===== src/rtl/fp_pkg.sv =====
// ------------------------------------------------------------------
// fp_pkg: shared widths, field helpers and special-case tag type
// Rev 1.0
// ------------------------------------------------------------------
`default_nettype none

package fp_pkg;

  localparam int DEF_EXP_W  = 8;
  localparam int DEF_MAN_W  = 23;
  localparam int DEF_DATA_W = 1 + DEF_EXP_W + DEF_MAN_W;

  // Helpers work on a wide container so any EXP_W/MAN_W up to 64 bits fits
  localparam int MAX_W = 64;

  typedef enum logic [1:0] {
    TAG_NONE = 2'd0,
    TAG_QNAN = 2'd1,
    TAG_INF  = 2'd2,
    TAG_ZERO = 2'd3
  } tag_e;

  function automatic int bias(input int exp_w);
    return (1 << (exp_w - 1)) - 1;
  endfunction

  function automatic logic [MAX_W-1:0] qnan_word(input int exp_w, input int man_w);
    logic [MAX_W-1:0] w;
    w = ((MAX_W'(1) << exp_w) - MAX_W'(1)) << man_w;
    w = w | (MAX_W'(1) << (man_w - 1));
    return w;
  endfunction

  function automatic logic get_sign(input logic [MAX_W-1:0] x, input int exp_w, input int man_w);
    logic [MAX_W-1:0] t;
    t = x >> (exp_w + man_w);
    return t[0];
  endfunction

  function automatic logic [MAX_W-1:0] get_exp(input logic [MAX_W-1:0] x, input int exp_w, input int man_w);
    return (x >> man_w) & ((MAX_W'(1) << exp_w) - MAX_W'(1));
  endfunction

  function automatic logic [MAX_W-1:0] get_man(input logic [MAX_W-1:0] x, input int man_w);
    return x & ((MAX_W'(1) << man_w) - MAX_W'(1));
  endfunction

endpackage

`default_nettype wire


===== src/rtl/fp_lzc.sv =====
// ------------------------------------------------------------------
// fp_lzc: combinational leading-zero counter
// Rev 1.0
// ------------------------------------------------------------------
`default_nettype none

module fp_lzc #(
  parameter int WIDTH = 28,
  localparam int CNT_W = $clog2(WIDTH)
) (
  input  logic [WIDTH-1:0] din,
  output logic [CNT_W-1:0] count
);

  logic found;

  // An all-zero input yields a don't-care count; callers detect zero separately
  always_comb begin
    count = '0;
    found = 1'b0;
    for (int i = WIDTH - 1; i >= 0; i--) begin
      if (!found) begin
        if (din[i]) found = 1'b1;
        else        count = count + CNT_W'(1);
      end
    end
  end

endmodule

`default_nettype wire


===== src/rtl/fp_addsub_pipe.sv =====
// ------------------------------------------------------------------
// fp_addsub_pipe: pipelined floating-point add/subtract, RNE rounding
// Rev 1.0
// ------------------------------------------------------------------
`default_nettype none

module fp_addsub_pipe
  import fp_pkg::*;
#(
  parameter int EXP_W = DEF_EXP_W,
  parameter int MAN_W = DEF_MAN_W,
  localparam int DATA_W = 1 + EXP_W + MAN_W
) (
  input  logic              clk,
  input  logic              rst_n,
  input  logic              ena,
  input  logic              in_valid,
  input  logic              op,
  input  logic [DATA_W-1:0] a,
  input  logic [DATA_W-1:0] b,
  output logic              out_valid,
  output logic [DATA_W-1:0] result,
  output logic [2:0]        flags
);

  localparam int MW       = MAN_W + 1;
  localparam int YW       = MAN_W + 4;
  localparam int SW       = MAN_W + 5;
  localparam int LZW      = $clog2(SW);
  localparam int SH_MAX   = MAN_W + 3;
  localparam int EXP_ALL1 = (1 << EXP_W) - 1;
  localparam logic [DATA_W-1:0] QNAN = DATA_W'(qnan_word(EXP_W, MAN_W));

  // input capture
  logic              s0_valid, s0_op;
  logic [DATA_W-1:0] s0_a, s0_b;

  // stage 1: classify, swap, exponent difference
  logic             sa, sb, a_zero, b_zero, a_inf, b_inf, a_nan, b_nan, a_ge;
  logic [EXP_W-1:0] ea, eb;
  logic [MAN_W-1:0] ma, mb, ma_raw, mb_raw;
  tag_e             tag1;
  logic             sign1, inv1;

  always_comb begin
    sa     = get_sign(MAX_W'(s0_a), EXP_W, MAN_W);
    sb     = get_sign(MAX_W'(s0_b), EXP_W, MAN_W) ^ s0_op;
    ea     = EXP_W'(get_exp(MAX_W'(s0_a), EXP_W, MAN_W));
    eb     = EXP_W'(get_exp(MAX_W'(s0_b), EXP_W, MAN_W));
    ma_raw = MAN_W'(get_man(MAX_W'(s0_a), MAN_W));
    mb_raw = MAN_W'(get_man(MAX_W'(s0_b), MAN_W));
    a_zero = (ea == '0);
    b_zero = (eb == '0);
    ma     = a_zero ? '0 : ma_raw;
    mb     = b_zero ? '0 : mb_raw;
    a_inf  = (ea == '1) && (ma == '0);
    b_inf  = (eb == '1) && (mb == '0);
    a_nan  = (ea == '1) && (ma != '0);
    b_nan  = (eb == '1) && (mb != '0);
    a_ge   = (ea > eb) || ((ea == eb) && (ma >= mb));
    tag1   = TAG_NONE;
    inv1   = 1'b0;
    sign1  = a_ge ? sa : sb;
    if (a_nan || b_nan) begin
      tag1 = TAG_QNAN;
    end else if (a_inf && b_inf && (sa != sb)) begin
      tag1 = TAG_QNAN;
      inv1 = 1'b1;
    end else if (a_inf) begin
      tag1  = TAG_INF;
      sign1 = sa;
    end else if (b_inf) begin
      tag1  = TAG_INF;
      sign1 = sb;
    end else if (a_zero && b_zero) begin
      tag1  = TAG_ZERO;
      sign1 = sa & sb;
    end
  end

  logic             s1_valid, s1_sign, s1_inv, s1_sub;
  tag_e             s1_tag;
  logic [EXP_W-1:0] s1_ex, s1_d;
  logic [MW-1:0]    s1_mx, s1_my;

  // stage 2: align Y with guard/round/sticky
  int            sh2;
  logic [YW-1:0] wide2, ysh2;
  logic          lost2;

  always_comb begin
    sh2   = (int'(s1_d) > SH_MAX) ? SH_MAX : int'(s1_d);
    wide2 = {s1_my, 3'b000};
    lost2 = 1'b0;
    for (int i = 0; i < YW; i++) begin
      if (i < sh2) lost2 = lost2 | wide2[i];
    end
    ysh2    = wide2 >> sh2;
    ysh2[0] = ysh2[0] | lost2;
  end

  logic             s2_valid, s2_sign, s2_inv, s2_sub;
  tag_e             s2_tag;
  logic [EXP_W-1:0] s2_ex;
  logic [MW-1:0]    s2_mx;
  logic [YW-1:0]    s2_ysh;

  // stage 3: mantissa add/subtract and leading-zero count
  logic [SW-1:0]  xe3, ye3, sum3;
  logic [LZW-1:0] lz3;

  always_comb begin
    xe3  = {1'b0, s2_mx, 3'b000};
    ye3  = {1'b0, s2_ysh};
    sum3 = s2_sub ? (xe3 - ye3) : (xe3 + ye3);
  end

  fp_lzc #(.WIDTH(SW)) u_lzc (
    .din   (sum3),
    .count (lz3)
  );

  logic             s3_valid, s3_sign, s3_inv;
  tag_e             s3_tag;
  logic [EXP_W-1:0] s3_ex;
  logic [SW-1:0]    s3_sum;
  logic [LZW-1:0]   s3_lz;

  // stage 4: normalise, round to nearest even, pack
  int                 sh4, e4;
  logic [YW-1:0]      n4;
  logic               rnd4;
  logic [MAN_W+1:0]   mr4;
  logic [MAN_W-1:0]   mant4;
  logic [DATA_W-1:0]  res4;
  logic [2:0]         flags4;

  always_comb begin
    sh4 = 0;
    e4  = 0;
    n4  = '0;
    if (s3_sum[SW-1]) begin
      n4    = s3_sum[SW-1:1];
      n4[0] = s3_sum[1] | s3_sum[0];
      e4    = int'(s3_ex) + 1;
    end else begin
      sh4 = int'(s3_lz) - 1;
      if (sh4 < 0) sh4 = 0;
      n4  = s3_sum[YW-1:0] << sh4;
      e4  = int'(s3_ex) - sh4;
    end
    rnd4 = n4[2] & (n4[3] | n4[1] | n4[0]);
    mr4  = {1'b0, n4[YW-1:3]} + (MAN_W+2)'(rnd4);
    if (mr4[MAN_W+1]) begin
      e4    = e4 + 1;
      mant4 = mr4[MAN_W:1];
    end else begin
      mant4 = mr4[MAN_W-1:0];
    end
    res4   = '0;
    flags4 = 3'b000;
    case (s3_tag)
      TAG_QNAN: begin
        res4   = QNAN;
        flags4 = {s3_inv, 2'b00};
      end
      TAG_INF:  res4 = {s3_sign, {EXP_W{1'b1}}, {MAN_W{1'b0}}};
      TAG_ZERO: res4 = {s3_sign, {(DATA_W-1){1'b0}}};
      default: begin
        if (s3_sum == '0) begin
          res4 = '0;
        end else if (e4 >= EXP_ALL1) begin
          res4   = {s3_sign, {EXP_W{1'b1}}, {MAN_W{1'b0}}};
          flags4 = 3'b010;
        end else if (e4 < 1) begin
          res4   = {s3_sign, {(DATA_W-1){1'b0}}};
          flags4 = 3'b001;
        end else begin
          res4 = {s3_sign, EXP_W'(e4), mant4};
        end
      end
    endcase
  end

  always_ff @(posedge clk or negedge rst_n) begin
    if (!rst_n) begin
      s0_valid <= 1'b0; s0_op <= 1'b0; s0_a <= '0; s0_b <= '0;
      s1_valid <= 1'b0; s1_sign <= 1'b0; s1_inv <= 1'b0; s1_sub <= 1'b0;
      s1_tag <= TAG_NONE; s1_ex <= '0; s1_d <= '0; s1_mx <= '0; s1_my <= '0;
      s2_valid <= 1'b0; s2_sign <= 1'b0; s2_inv <= 1'b0; s2_sub <= 1'b0;
      s2_tag <= TAG_NONE; s2_ex <= '0; s2_mx <= '0; s2_ysh <= '0;
      s3_valid <= 1'b0; s3_sign <= 1'b0; s3_inv <= 1'b0;
      s3_tag <= TAG_NONE; s3_ex <= '0; s3_sum <= '0; s3_lz <= '0;
      out_valid <= 1'b0; result <= '0; flags <= 3'b000;
    end else if (ena) begin
      s0_valid <= in_valid;
      s0_op    <= op;
      s0_a     <= a;
      s0_b     <= b;

      s1_valid <= s0_valid;
      s1_sign  <= sign1;
      s1_inv   <= inv1;
      s1_tag   <= tag1;
      s1_sub   <= sa ^ sb;
      s1_ex    <= a_ge ? ea : eb;
      s1_d     <= a_ge ? (ea - eb) : (eb - ea);
      s1_mx    <= a_ge ? {~a_zero, ma} : {~b_zero, mb};
      s1_my    <= a_ge ? {~b_zero, mb} : {~a_zero, ma};

      s2_valid <= s1_valid;
      s2_sign  <= s1_sign;
      s2_inv   <= s1_inv;
      s2_tag   <= s1_tag;
      s2_sub   <= s1_sub;
      s2_ex    <= s1_ex;
      s2_mx    <= s1_mx;
      s2_ysh   <= ysh2;

      s3_valid <= s2_valid;
      s3_sign  <= s2_sign;
      s3_inv   <= s2_inv;
      s3_tag   <= s2_tag;
      s3_ex    <= s2_ex;
      s3_sum   <= sum3;
      s3_lz    <= lz3;

      // result keeps its last value across bubbles; flags do not
      out_valid <= s3_valid;
      if (s3_valid) begin
        result <= res4;
        flags  <= flags4;
      end else begin
        flags  <= 3'b000;
      end
    end
  end

endmodule

`default_nettype wire


===== config.mk =====
export PLATFORM = sky130hd
export DESIGN_NAME = fp_addsub_pipe
export DESIGN_NICKNAME = d
export VERILOG_FILES = /design/src/rtl/fp_pkg.sv /design/src/rtl/fp_lzc.sv /design/src/rtl/fp_addsub_pipe.sv
export SDC_FILE = /design/constraint.sdc
export NUM_CORES = 1
export LEC_CHECK = 0
export ABC_CLOCK_PERIOD_IN_PS = 32900
export BUFFER_PORTS_ARGS = -buffer_cell sky130_fd_sc_hd__buf_2
export CAP_MARGIN = 5
export CORE_MARGIN = 1
export CORE_UTILIZATION = 50
export CTS_BUF_LIST = sky130_fd_sc_hd__clkbuf_4 sky130_fd_sc_hd__clkbuf_8 sky130_fd_sc_hd__clkbuf_16
export DETAILED_ROUTE_END_ITERATION = 12
export PLACE_DENSITY = 0.67
export SETUP_SLACK_MARGIN = 0.3
export SKIP_CTS_REPAIR_TIMING = 1
export SLEW_MARGIN = 10
export SYNTH_ARGS = -nofsm -noshare
export SYNTH_HDL_FRONTEND = slang
export SYNTH_SLANG_ARGS = --single-unit
export TNS_END_PERCENT = 100

===== constraint.sdc =====
create_clock -name clk -period 32.9 [get_ports clk]
set_clock_uncertainty 0.05 [all_clocks]
set_input_delay 6.58 -clock clk [delete_from_list [all_inputs] [get_ports clk]]
set_output_delay 6.58 -clock clk [all_outputs]
set_load 0.005 [all_outputs]

==> flow_summary.json, run 1 <==
{
  "dieHeight_um": 216,
  "crit_type": "flip-flop to flip-flop",
  "slew_violations": 0,
  "worstPathArrival_ns": 16.25,
  "wl_per_cell_um": 19.9,
  "clock_latency_ns": 0.57,
  "crit_fanout": 15,
  "routabilityCongestion": 0.974,
  "synth-seq-cells": 283,
  "ir_worst_vdd_mv": 0.0428,
  "cpMaxStageDelayCell": "a22oi_1",
  "cp-start-kind": "flip-flop",
  "synth_edf_count": 0,
  "fin_nets": 2958,
  "drv_cap": 0,
  "power_density_nw_per_um2": 77.3,
  "nFillCells": 4161,
  "drt_wl_total_um": 67200,
  "antenna_found_initial": 0,
  "critPathRequiredTime_ns": 33.28,
  "place_hpwl_um": 51100,
  "first_pass_iters": 5,
  "synth_ff_type": "dfrtp_1",
  "async_flop_share_pct": 100,
  "ant_nets": 0,
  "slowest_delay_ns": 0.73,
  "grt_pass1_wl_um": 110000,
  "setup_tns_ns": 0,
  "hold_path.class": "flip-flop to flip-flop",
  "cts_root_buf": "clkbuf_16",
  "status": "finished, final reports clean",
  "yosysSeqAreaShare_pct": 30.8,
  "clkSinkCount": 283,
  "grt_overflow": 0,
  "ys_types": 105,
  "fmaxAchievable_mhz": 63.0,
  "max-slew-margin-rel_pct": 23.1,
  "holdWs_ns": 0.420,
  "io_pins": 105,
  "crit_top_cell": "ha_1",
  "path_delay_family": "adder cells",
  "diodes": 0,
  "grtUsageTotal_pct": 28.7,
  "synth_most_common_cell": "nor2_1",
  "final_util_pct": 55.4,
  "drive_gt1_share_pct": 14.4,
  "clkTransAtPathRegs_ns": 0.06,
  "tightest_slew_ns": 1.15,
  "start_util_pct": 50.7,
  "fin_crit_sh_pct": 48.3,
  "via_per_inst": 6.16,
  "synth_largest_area_cell": "dfrtp_1",
  "synth.top_cells.by_count": "nor2_1 (296), nand2_1 (288), dfrtp_1 (283)",
  "dieWidth_um": 216,
  "synth_top_area_share_pct": 30.8,
  "syn_inst": 2739,
  "cts-buffers-inserted": 34,
  "htree_levels": 2,
  "avgSynthCellArea_um2": 8.40,
  "period_needed_ns": 15.88,
  "clockBufferDepth": 3,
  "synth_area_um2": 23000,
  "grt_start_max_net_pins": 95,
  "crit_path_end_kind": "flip-flop",
  "grt_pass1_vias": 20346,
  "power.total_mw": 1.94,
  "synth_area_leaders": "dfrtp_1 (31%), ha_1 (6.9%), mux2_2 (6.4%)",
  "dieArea_um2": 46900,
  "first_iter_violations": 1858,
  "rsz0062_at_grt": "no",
  "leakage_nw": 10.9,
  "critPathBufInv": 3,
  "final-setup-viol-count": 0,
  "core_um2": 45400,
  "final_hold_viol_count": 0,
  "synth_nets": 2938,
  "drc_errors": 0,
  "vias": 20850,
  "cts_tree": "built",
  "std_cell_rows": 78,
  "syn2layout_area_growth_pct": 9.26,
  "ys_warn_count": 0,
  "port_buffers": 104
}
stage by stage:
| step | area, µm² | std cells | worst slack [ns] |
|---|---|---|---|
| after floorplan | 23000 | 2739 | 19.63 |
| after global placement | 23900 | 3323 | 17.81 |
| after detailed placement | 23900 | 3323 | 17.40 |
| after CTS | 25100 | 3384 | 17.30 |
| after global routing | 25100 | 3384 | 15.70 |
| final | 25100 | 3384 | 17.02 |
layout make-up:
| cell class | count | area [µm²] | area share [%] |
|---|---|---|---|
| Multi-Input combinational cell | 2173 | 14900 | 59.1 |
| Clock buffer | 40 | 921 | 3.66 |
| Clock inverter | 21 | 274 | 1.09 |
| Inverter | 139 | 522 | 2.08 |
| Sequential cell | 283 | 7080 | 28.2 |
| Tap cell | 600 | 751 | 2.99 |
| Timing Repair Buffer | 128 | 721 | 2.87 |
worst paths after layout:
kind,start,end,slack [ns],depth (start not counted)
min in group asynchronous,rst_n,result[10],5.95,1
hold reg to reg,result[14],result[14],0.42,1
setup / recovery,s2_mx[17],s3_lz[4],17.02,73
hold / removal,result[14],result[14],0.42,1
max in group asynchronous,rst_n,s3_ex[1],24.76,3
setup reg to reg,s2_mx[17],s3_lz[4],17.02,73
registers in the layout, summed over array words and instances, names as in the netlist, 24 cells and up:
name    cells
s1_mx      24
s2_mx      24
s3_sum     28
s1_my      24
s0_a       32
s2_ysh     27
s0_b       32
result     32
power breakdown:
group	internal (mW)	leakage, nW	switching, mW
Combinational	0.407	6.91	0.623
Sequential	0.424	3.38	0.0917
Clock	0.236	0.581	0.162
Total	1.07	10.9	0.876
routing by layer:
metal / share of wire, % / routed length, µm / vias up / global-route usage (%)
met4: 2.9 / 1980 / 0 / 9.81
li1: - / - / 9931 / -
met1: 45 / 30300 / 10177 / 39.1
met3: 4.9 / 3280 / 115 / 3.48
met2: 47 / 31600 / 627 / 47.3
met5: 0 / 0 / - / 0
cell families after synthesis:
group | count (synthesis) | share of synthesized area, %
fa+ha+maj | 134 | 7.38
mux | 248 | 12.9
buf+inv | 283 | 4.73
compound gates | 740 | 20.3
simple gates | 942 | 19.3
xor+xnor | 109 | 4.65
flops | 283 | 30.8
layout by cell type (no fill, tap or decap), types with 44 or more instances in the layout:
master   instances
nor2_1         296
nand2_1        288
dfrtp_1        283
a21oi_1        254
o21ai_0        142
inv_1          135
mux2_2         130
ha_1           126
buf_2          102
mux2i_1         91
nand3_1         79
xnor2_1         58
a31oi_1         44
(Power assumes the default switching activity.)
==> inputs of run 2 (changes only) <==
ABC_CLOCK_PERIOD_IN_PS = 13290   (was 32900)
PLACE_DENSITY = 0.7   (was 0.67)
clock period = 13.29 ns   (was 32.9 ns; I/O delays follow)
==> flow_summary.json, run 2 (synthesized netlist as in run 1, its figures left out) <==
{
  "slew_violations": 0,
  "crit_fanout": 5,
  "final_hold_viol_count": 0,
  "vias": 21741,
  "cts_root_buf": "clkbuf_16",
  "first_pass_iters": 5,
  "power_density_nw_per_um2": 190,
  "switchingPower_mw": 2.28,
  "clockBufferDepth": 3,
  "holdWs_ns": 0.421,
  "syn2layout_area_growth_pct": 18.8,
  "critPathRequiredTime_ns": 13.69,
  "status": "finished, violations left",
  "grt_pass1_wl_um": 112000,
  "wl_per_cell_um": 19.4,
  "rsz0062_at_grt": "yes",
  "drt_wl_total_um": 69500,
  "power.internal_mw": 2.92,
  "worstPathArrival_ns": 14.21,
  "cts-buffers-inserted": 34,
  "multi_input_area_um2": 15500,
  "leakage_nw": 12.0,
  "final_cell_mix": "nor2_1 (291), nand2_1 (286), dfrtp_1 (282)",
  "dieWidth_um": 216,
  "via_per_inst": 6.07,
  "period_needed_ns": 13.81,
  "diodes": 0,
  "routabilityCongestion": 0.955,
  "ir_worst_vdd_mv": 0.115,
  "fin_crit_sh_pct": 104,
  "htree_levels": 2,
  "first_iter_violations": 1871,
  "fmaxAchievable_mhz": 72.4,
  "start_util_pct": 50.7,
  "core_um2": 45400,
  "drive_gt1_share_pct": 23.1,
  "fin_nets": 3155,
  "port_buffers": 104,
  "grtUsageTotal_pct": 29.3,
  "nFillCells": 3957,
  "area.sequential_um2": 7080,
  "clkSinkCount": 283,
  "slowest_delay_ns": 0.57,
  "crit_top_cell": "ha_1",
  "antenna_found_initial": 0,
  "power_frac_comb_pct": 56.1,
  "final_util_pct": 60.2,
  "crit_type": "flip-flop to flip-flop",
  "max-slew-margin-rel_pct": 30.5,
  "drv_cap": 0,
  "crit_path_end_kind": "flip-flop",
  "largestRegisters": "result (32), s0_a (32), s0_b (32)",
  "clkTransAtPathRegs_ns": 0.06,
  "p_sw_share_pct": 43.8,
  "cts_tree": "built",
  "clkPwrFrac_pct": 19.2,
  "cpMaxStageDelayCell": "or4_4",
  "hold_path.class": "flip-flop to flip-flop",
  "reg2reg_depth": 77,
  "drc_errors": 0,
  "place_hpwl_um": 51700,
  "grt_start_max_net_pins": 167,
  "failed_checks": "negative setup slack",
  "seqPwrFrac_pct": 24.7,
  "ant_nets": 0,
  "dieHeight_um": 216,
  "setup_ws_ns": -0.519,
  "tightest_slew_ns": 1.04,
  "grt_overflow": 0,
  "clock_latency_ns": 0.58,
  "cp-start-kind": "flip-flop",
  "io_pins": 105,
  "min_path_cells": 1,
  "dieArea_um2": 46900,
  "std_cell_rows": 78,
  "final_common_cell": "nor2_1",
  "final-setup-viol-count": 2,
  "grt_pass1_vias": 20999
}
==> run 2: cell count changes in the layout (fill, tap and decap cells not counted), moves of 6 or more <==
cell | before | now
ha_4 | 0 | 13
a21oi_1 | 254 | 239
ha_2 | 0 | 11
ha_1 | 126 | 102
a21oi_2 | 2 | 14
o21ai_0 | 142 | 132
buf_4 | 24 | 216
inv_1 | 135 | 129
==> run 2: layer usage <==
metal,global-route usage (%),wire (µm)
met1,40.9,30900
met2,46.6,32300
met3,3.09,3870
met4,11.3,2340
met5,0,0
==> run 2: power groups by stage <==
stage	combinational (mW)	sequential (mW)	clock [mW]
2_1_floorplan	1.90	1.20	0
3_3_place_gp	2.66	1.27	0
3_5_place_dp	2.69	1.29	0
4_1_cts	2.71	1.27	1.02
5_1_grt	3.17	1.31	1.05
6_report	2.92	1.28	0.999
==> run 2: critical path, delay by kind of cell, from the launching register on <==
kind                       cells  cell delay (ns)
muxes                          9             1.70
buffers and inverters          6             0.56
DFF                            1             0.39
adders and majority gates     16             4.45
AOI/OAI and AO/OA             28             3.80
xor gates and xnor gates       2             0.43
and+or+nand+nor               16             2.33
==> run 2: final timing paths <==
check	slack [ns]	start	endpoint
worst min-delay path	0.42	result[16]	result[16]
worst min register to register	0.42	result[16]	result[16]
max in group asynchronous	9.69	rst_n	s2_mx[1]
worst max register to register	-0.52	s2_ysh[20]	s3_lz[4]
worst max-delay path	-0.52	s2_ysh[20]	s3_lz[4]
min in group asynchronous	2.09	rst_n	s3_sum[14]
==> run 2: through the flow <==
step	std cells	instance area, µm²	power [mW]	setup TNS (ns)	setup slack (ns)
2_1_floorplan	2739	23200	3.09	0	0.301
4_1_cts	3555	26600	5.00	-1.40	-0.742
3_5_place_dp	3496	25400	3.98	-1.28	-0.699
6_report	3579	27300	5.20	-0.943	-0.519
5_1_grt	3579	27300	5.53	-3.28	-1.18
3_3_place_gp	3496	25400	3.93	-0.100	-0.100
==> run 2: layout make-up <==
cell class / instances / share of cell area [%]
Timing Repair Buffer: 325 / 8.16
Multi-Input combinational cell: 2173 / 56.8
Tap cell: 600 / 2.75
Clock buffer: 45 / 3.53
Clock inverter: 14 / 0.943
Sequential cell: 283 / 25.9
Inverter: 139 / 1.93
